File: src/rtl/uart_sched_pkg.sv
// uart_sched_pkg: shared types, constants and helpers for the
// UART TX scheduler (states, frame phases, phase characters).
package uart_sched_pkg;

   typedef logic [2:0] state_t;

   localparam state_t ST_IDLE      = 3'd0;
   localparam state_t ST_GRANT     = 3'd1;
   localparam state_t ST_SEND      = 3'd2;
   localparam state_t ST_WAIT_ACK  = 3'd3;
   localparam state_t ST_WAIT_DONE = 3'd4;

   typedef enum logic [1:0] {
      PH_TAG   = 2'd0,
      PH_COLON = 2'd1,
      PH_DATA  = 2'd2,
      PH_EOL   = 2'd3
   } phase_e;

   localparam logic [7:0] ASCII_ZERO  = 8'h30;
   localparam logic [7:0] ASCII_COLON = 8'h3A;
   localparam logic [7:0] ASCII_LF    = 8'h0A;

   function automatic logic [7:0] phase_char(
      input phase_e     ph,
      input logic [7:0] id,
      input logic [7:0] data,
      input logic [7:0] eol_char
   );
      logic [7:0] c;
      unique case (ph)
         PH_TAG:   c = ASCII_ZERO + id;
         PH_COLON: c = ASCII_COLON;
         PH_DATA:  c = data;
         default:  c = eol_char;
      endcase
      return c;
   endfunction

   function automatic logic phase_is_last(
      input phase_e ph,
      input logic   eol
   );
      return (ph == PH_EOL) || ((ph == PH_DATA) && !eol);
   endfunction

   function automatic phase_e phase_next(input phase_e ph);
      phase_e n;
      unique case (ph)
         PH_TAG:   n = PH_COLON;
         PH_COLON: n = PH_DATA;
         default:  n = PH_EOL;
      endcase
      return n;
   endfunction

endpackage

File: src/rtl/uart_tx_scheduler_rr_arbiter.sv
// rr_arbiter: combinational round-robin pick, searching upward
// from last+1 and wrapping; the last pointer lives in the parent.
module rr_arbiter #(
   parameter int N_REQ = 4,
   parameter int IDW   = (N_REQ > 1) ? $clog2(N_REQ) : 1
) (
   input  logic [N_REQ-1:0] req,
   input  logic [IDW-1:0]   last,
   output logic [N_REQ-1:0] gnt_onehot,
   output logic [IDW-1:0]   gnt_id,
   output logic             any
);

   logic           hi_any;
   logic [IDW-1:0] hi_id;
   logic [IDW-1:0] lo_id;

   // lowest requester above last wins, else lowest overall
   always_comb begin
      hi_any = 1'b0;
      hi_id  = '0;
      lo_id  = '0;
      any    = 1'b0;
      for (int i = N_REQ - 1; i >= 0; i--) begin
         if (req[i]) begin
            any   = 1'b1;
            lo_id = IDW'(i);
            if (IDW'(i) > last) begin
               hi_any = 1'b1;
               hi_id  = IDW'(i);
            end
         end
      end
      gnt_id     = hi_any ? hi_id : lo_id;
      gnt_onehot = any ? (N_REQ'(1) << gnt_id) : '0;
   end

endmodule

File: src/rtl/uart_tx_scheduler.sv
// uart_tx_scheduler: shares one 8N1 transmitter among requesters,
// framing each byte as optional "<id>:" tag, data, optional EOL.
module uart_tx_scheduler
   import uart_sched_pkg::*;
#(
   parameter int         N_REQ       = 4,
   parameter bit         TAG_EN      = 1'b1,
   parameter logic [7:0] EOL_CHAR    = ASCII_LF,
   parameter int         ACK_TIMEOUT = 16,
   localparam int        IDW = (N_REQ > 1) ? $clog2(N_REQ) : 1
) (
   input  logic               clk,
   input  logic               rst_n,
   input  logic [N_REQ-1:0]   req_valid,
   input  logic [8*N_REQ-1:0] req_data,
   input  logic [N_REQ-1:0]   req_eol,
   output logic [N_REQ-1:0]   req_ready,
   output logic               tx_start,
   output logic [7:0]         tx_data,
   input  logic               tx_busy,
   output logic [IDW-1:0]     grant_id,
   output logic               active,
   output logic               err_timeout
);

   localparam int             CW      = $clog2(ACK_TIMEOUT + 1);
   localparam logic [CW-1:0]  TO_LAST = CW'(ACK_TIMEOUT - 1);
   localparam logic [CW-1:0]  CNT_MAX = '1;
   localparam logic [IDW-1:0] LAST_RST = IDW'(N_REQ - 1);

   state_t         state_q, state_d;
   phase_e         phase_q, phase_d;
   logic [IDW-1:0] last_q, last_d;
   logic [IDW-1:0] id_q, id_d;
   logic [7:0]     data_q, data_d;
   logic           eol_q, eol_d;
   logic [CW-1:0]  cnt_q, cnt_d;

   logic [N_REQ-1:0] gnt_oh;
   logic [IDW-1:0]   gnt_id;
   logic             gnt_any;
   logic [7:0]       sel_data;
   logic             sel_eol;
   logic             in_frame;

   rr_arbiter #(
      .N_REQ (N_REQ),
      .IDW   (IDW)
   ) u_arb (
      .req        (req_valid),
      .last       (last_q),
      .gnt_onehot (gnt_oh),
      .gnt_id     (gnt_id),
      .any        (gnt_any)
   );

   // mux the winner's byte and eol flag out of the packed inputs
   always_comb begin
      sel_data = '0;
      sel_eol  = 1'b0;
      for (int i = 0; i < N_REQ; i++) begin
         if (gnt_oh[i]) begin
            sel_data = req_data[8*i +: 8];
            sel_eol  = req_eol[i];
         end
      end
   end

   // frame sequencer: grant, then one character per start/busy cycle
   always_comb begin
      state_d     = state_q;
      phase_d     = phase_q;
      last_d      = last_q;
      id_d        = id_q;
      data_d      = data_q;
      eol_d       = eol_q;
      cnt_d       = cnt_q;
      req_ready   = '0;
      tx_start    = 1'b0;
      err_timeout = 1'b0;
      unique case (state_q)
         ST_IDLE: begin
            if (|req_valid) state_d = ST_GRANT;
         end
         ST_GRANT: begin
            if (gnt_any) begin
               req_ready = gnt_oh;
               last_d    = gnt_id;
               id_d      = gnt_id;
               data_d    = sel_data;
               eol_d     = sel_eol;
               if (TAG_EN) phase_d = PH_TAG;
               else        phase_d = PH_DATA;
               state_d   = ST_SEND;
            end else begin
               state_d = ST_IDLE;
            end
         end
         ST_SEND: begin
            if (!tx_busy) begin
               tx_start = 1'b1;
               cnt_d    = '0;
               state_d  = ST_WAIT_ACK;
            end
         end
         ST_WAIT_ACK: begin
            if (tx_busy) begin
               state_d = ST_WAIT_DONE;
            end else begin
               cnt_d = (cnt_q == CNT_MAX) ? cnt_q : cnt_q + CW'(1);
               if (cnt_q >= TO_LAST) begin
                  err_timeout = 1'b1;
                  state_d     = ST_IDLE;
               end
            end
         end
         ST_WAIT_DONE: begin
            if (!tx_busy) begin
               if (phase_is_last(phase_q, eol_q)) begin
                  state_d = ST_IDLE;
               end else begin
                  phase_d = phase_next(phase_q);
                  state_d = ST_SEND;
               end
            end
         end
         default: begin
            state_d = ST_IDLE;
         end
      endcase
   end

   // character presented to the UART for the whole character slot
   always_comb begin
      in_frame = (state_q == ST_SEND) ||
                 (state_q == ST_WAIT_ACK) ||
                 (state_q == ST_WAIT_DONE);
      tx_data  = '0;
      if (in_frame) begin
         tx_data = phase_char(phase_q, 8'(id_q), data_q, EOL_CHAR);
      end
   end

   assign grant_id = id_q;
   assign active   = (state_q != ST_IDLE);

   // state and frame latches, cleared asynchronously
   always_ff @(posedge clk or negedge rst_n) begin
      if (!rst_n) begin
         state_q <= ST_IDLE;
         phase_q <= PH_TAG;
         last_q  <= LAST_RST;
         id_q    <= '0;
         data_q  <= '0;
         eol_q   <= 1'b0;
         cnt_q   <= '0;
      end else begin
         state_q <= state_d;
         phase_q <= phase_d;
         last_q  <= last_d;
         id_q    <= id_d;
         data_q  <= data_d;
         eol_q   <= eol_d;
         cnt_q   <= cnt_d;
      end
   end

endmodule
File: config.mk
export PLATFORM = sky130hd
export DESIGN_NAME = uart_tx_scheduler
export DESIGN_NICKNAME = d
export VERILOG_FILES = /design/src/rtl/uart_sched_pkg.sv /design/src/rtl/uart_tx_scheduler_rr_arbiter.sv /design/src/rtl/uart_tx_scheduler.sv
export SDC_FILE = /design/constraint.sdc
export NUM_CORES = 1
export LEC_CHECK = 0
export ABC_CLOCK_PERIOD_IN_PS = 3100
export CORE_MARGIN = 2
export CORE_UTILIZATION = 49
export CTS_BUF_LIST = sky130_fd_sc_hd__clkbuf_16
export DETAILED_ROUTE_END_ITERATION = 6
export PLACE_DENSITY = 0.94
export SETUP_SLACK_MARGIN = 0.2
export SYNTH_ARGS = -nofsm -noshare
export SYNTH_HDL_FRONTEND = slang
export SYNTH_HIERARCHICAL = 1
export SYNTH_SLANG_ARGS = --single-unit
File: constraint.sdc
create_clock -name clk -period 3.1 [get_ports clk]
set_input_delay 0.465 -clock clk [delete_from_list [all_inputs] [get_ports clk]]
set_output_delay 0.465 -clock clk [all_outputs]
set_load 0.005 [all_outputs]
==> impl_results.md <==
- Status: complete, no violations
- Leakage power: 1.01 nW
- Final WL: 4220 um
- Core box area: 3360 um2
- Ys async rst share: 100%
- Clk root buf: clkbuf_16
- Die height: 63.2 um
- Synth Instances: 211
- Clock Power Share: 15.6%
- Worst-path clk slew: 0.06 ns
- CTS tree: done
- RSZ-0062 raised after global routing: no
- Die area: 4000 um2
- Util after Layout: 72.6%
- HPWL Detailed: 3220 um
- Hold Path End: data_q[2]
- Reg2reg path depth: 6
- Drt via density: 5.61
- CTS HTree Levels: 1
- Switching power share of the total: 37.8%
- GR Util All Layers: 21.8%
- Num ports: 60
- Synth top area share: 30.6%
- HP Class: flip-flop to flip-flop
- Final-report setup violation count: 0
- Placement row count: 21
- Final Critical Period: 2.80 ns
- Post-route DRC: 0
- Setup TNS: 0 ns
- Worst-case clock buffer depth: 2
- Worst Hold Depth: 2
- PD cells: 728 nW/um2
- Period utilization: 90.3%
- # nets final: 315
- Syn_nets: 257
- First-pass GRT wire length: 7090 um
- Internal: 1.11 mW
- Clk_lat worst skew: 0.26 ns
- DR pass1 iterations: 4
- Synth area leader: dfrtp_1
- FF-to-FF End: cnt_q[0]
- Top cells by area, synth: dfrtp_1, a21oi_1, a221o_1
- Post-DR wirelength/cell: 13.4 um
- Syn-to-layout area delta: 42.2%
- Worst slew pin tran: 0.992 ns
- # hold bufs at CTS: 0
- Routability cong.: 0.839
- Flop2flop setup slack: 1.00 ns
- Peak supply drop: 0.498 mV
- Post-synth EDFFs: 0
- Yosys synthesis warning count: 6
- Pins over their slew limit: 0
- Total CTS buffers: 3
- Register area share after synthesis: 33.6%
- Layout cell share with drive strength beyond 1: 7.46%
- Final ANT Viol Nets: 0
- # port buffers: 59
- Top cells by count, synth: nand2_1, inv_1, dfrtp_1
- Worst rel slew slack: 33.7%
- DR iter-0 viols: 78
- CTS sink count: 23
- Final Hold Fails: 0
- Worst setup EP type: output port
- Initial Util: 51.1%
- GR Overflow Total: 0
- Synth Register Bits: 23
- Top-count cell post-synth: nand2_1
- Vias: 1760
- Comb pwr share: 51.7%
- Worst R2R Start: cnt_q[0]
- Area after DPL: 2360 um2
- CP required: 2.63 ns
- N_diodes: 0
- Hold wc startpoint: data_q[2]
- Initial antenna violation count: 0
- Top_reg_cell synth: dfrtp_1
- Final instance area: 2440 um2
- # resized after CTS: 0
- Critical path type: primary input to output port
- CP Launch Type: primary input
- Crit-path max FO: 7
- P_sw: 0.671 mW
- Die width: 63.2 um
- Fill cell count: 258
- Max Clock Freq: 357 MHz
- Setup bufs post-CTS: 0
- Setup Skew: 0.00216 ns
- Data arrival, critical path: 2.34 ns
- Number of global-route vias before repair: 1578
- Largest net degree at the start of global routing: 28
- Max cap viols: 0
- Mapped cell area: 1720 um2
- Seq pwr share: 32.7%
- Synth cell types: 48
- Avg Cell Area, Syn: 8.14 um2
==> cell usage in the layout (no fill, tap or decap), types with 2 or more instances in the layout <==
cell type	n
o211ai_1	3
nand2b_1	3
nor2_1	18
a22o_1	3
ha_1	3
buf_4	6
nand3_1	3
nand3b_1	10
clkbuf_16	3
a31oi_1	9
nor4b_1	4
o21ai_0	7
clkdlybuf4s50_1	59
nand2_1	23
a21o_1	2
a21boi_0	2
o221ai_1	2
mux2i_1	2
a221o_1	9
nor2b_1	3
and3_1	4
and2_1	4
inv_1	22
dfrtp_1	21
a21oi_1	19
dfstp_2	2
==> worst max-delay path, stage by stage <==
cell and delay [ns]:
clkdlybuf4s50_1 0.65, nor2_1 0.14, nand2_1 0.12, and4bb_2 0.31, and2_1 0.16, clkdlybuf4s50_1 0.50
==> power groups by stage <==
stage / combinational, mW / clock (mW) / sequential, mW
6_report: 0.919 / 0.278 / 0.581
5_1_grt: 1.02 / 0.292 / 0.601
4_1_cts: 0.921 / 0.283 / 0.577
3_5_place_dp: 0.919 / 0 / 0.580
3_3_place_gp: 0.893 / 0 / 0.575
2_1_floorplan: 0.597 / 0 / 0.547
==> sequential cells by signal, summed over array words and instances, names as in the netlist <==
signal / flops
state_q: 3
data_q: 8
phase_q: 2
eol_q: 1
grant_id: 2
last_q: 2
cnt_q: 5
==> stage by stage <==
step / total power [mW] / worst slack, ns / std cells / hold WS (ns)
2_1_floorplan: 1.14 / 0.943 / 211 / 0.169
3_3_place_gp: 1.47 / 0.424 / 310 / 0.528
3_5_place_dp: 1.50 / 0.350 / 310 / 0.532
4_1_cts: 1.78 / 0.337 / 314 / 0.547
5_1_grt: 1.92 / 0.254 / 314 / 0.571
6_report: 1.78 / 0.300 / 314 / 0.543
==> area by class of cell <==
class	count	area (um2)	area share [%]
clock buffers	3	75.1	3.07
clock inverters	1	5.00	0.205
inverters	22	82.6	3.38
multi-input cells	154	1010	41.3
flip-flops and latches	23	578	23.7
well taps	46	57.6	2.36
repair buffers	65	636	26.0
==> cell families (layout without fill, tap and decap cells) <==
logic type,Yosys count,in the layout,synth area share [%]
AOI/OAI and AO/OA,65,65,27.4
adders and majority gates,3,3,2.19
buffers and inverters,34,91,7.94
DFF,23,23,33.6
muxes,3,3,1.82
and+or+nand+nor,83,83,27.0
==> worst max-delay path by stage <==
stage                      start      endpoint  cells past startpoint  slack (ns)
floorplan              last_q[0]  req_ready[2]                      6        0.94
global route        req_valid[3]  req_ready[3]                      6        0.25
CTS                 req_valid[3]  req_ready[0]                      6        0.34
global placement    req_valid[3]  req_ready[0]                      6        0.42
detailed placement  req_valid[3]  req_ready[0]                      6        0.35
finish              req_valid[3]  req_ready[0]                      6        0.30
==> routing by layer <==
metal	GRT usage [%]	part of all wire, %
met4	7.34	2.0
met5	0	0
met3	5.71	7.1
met2	37.0	47
met1	27.0	44
No activity file was read; power rests on OpenSTA's default activity.
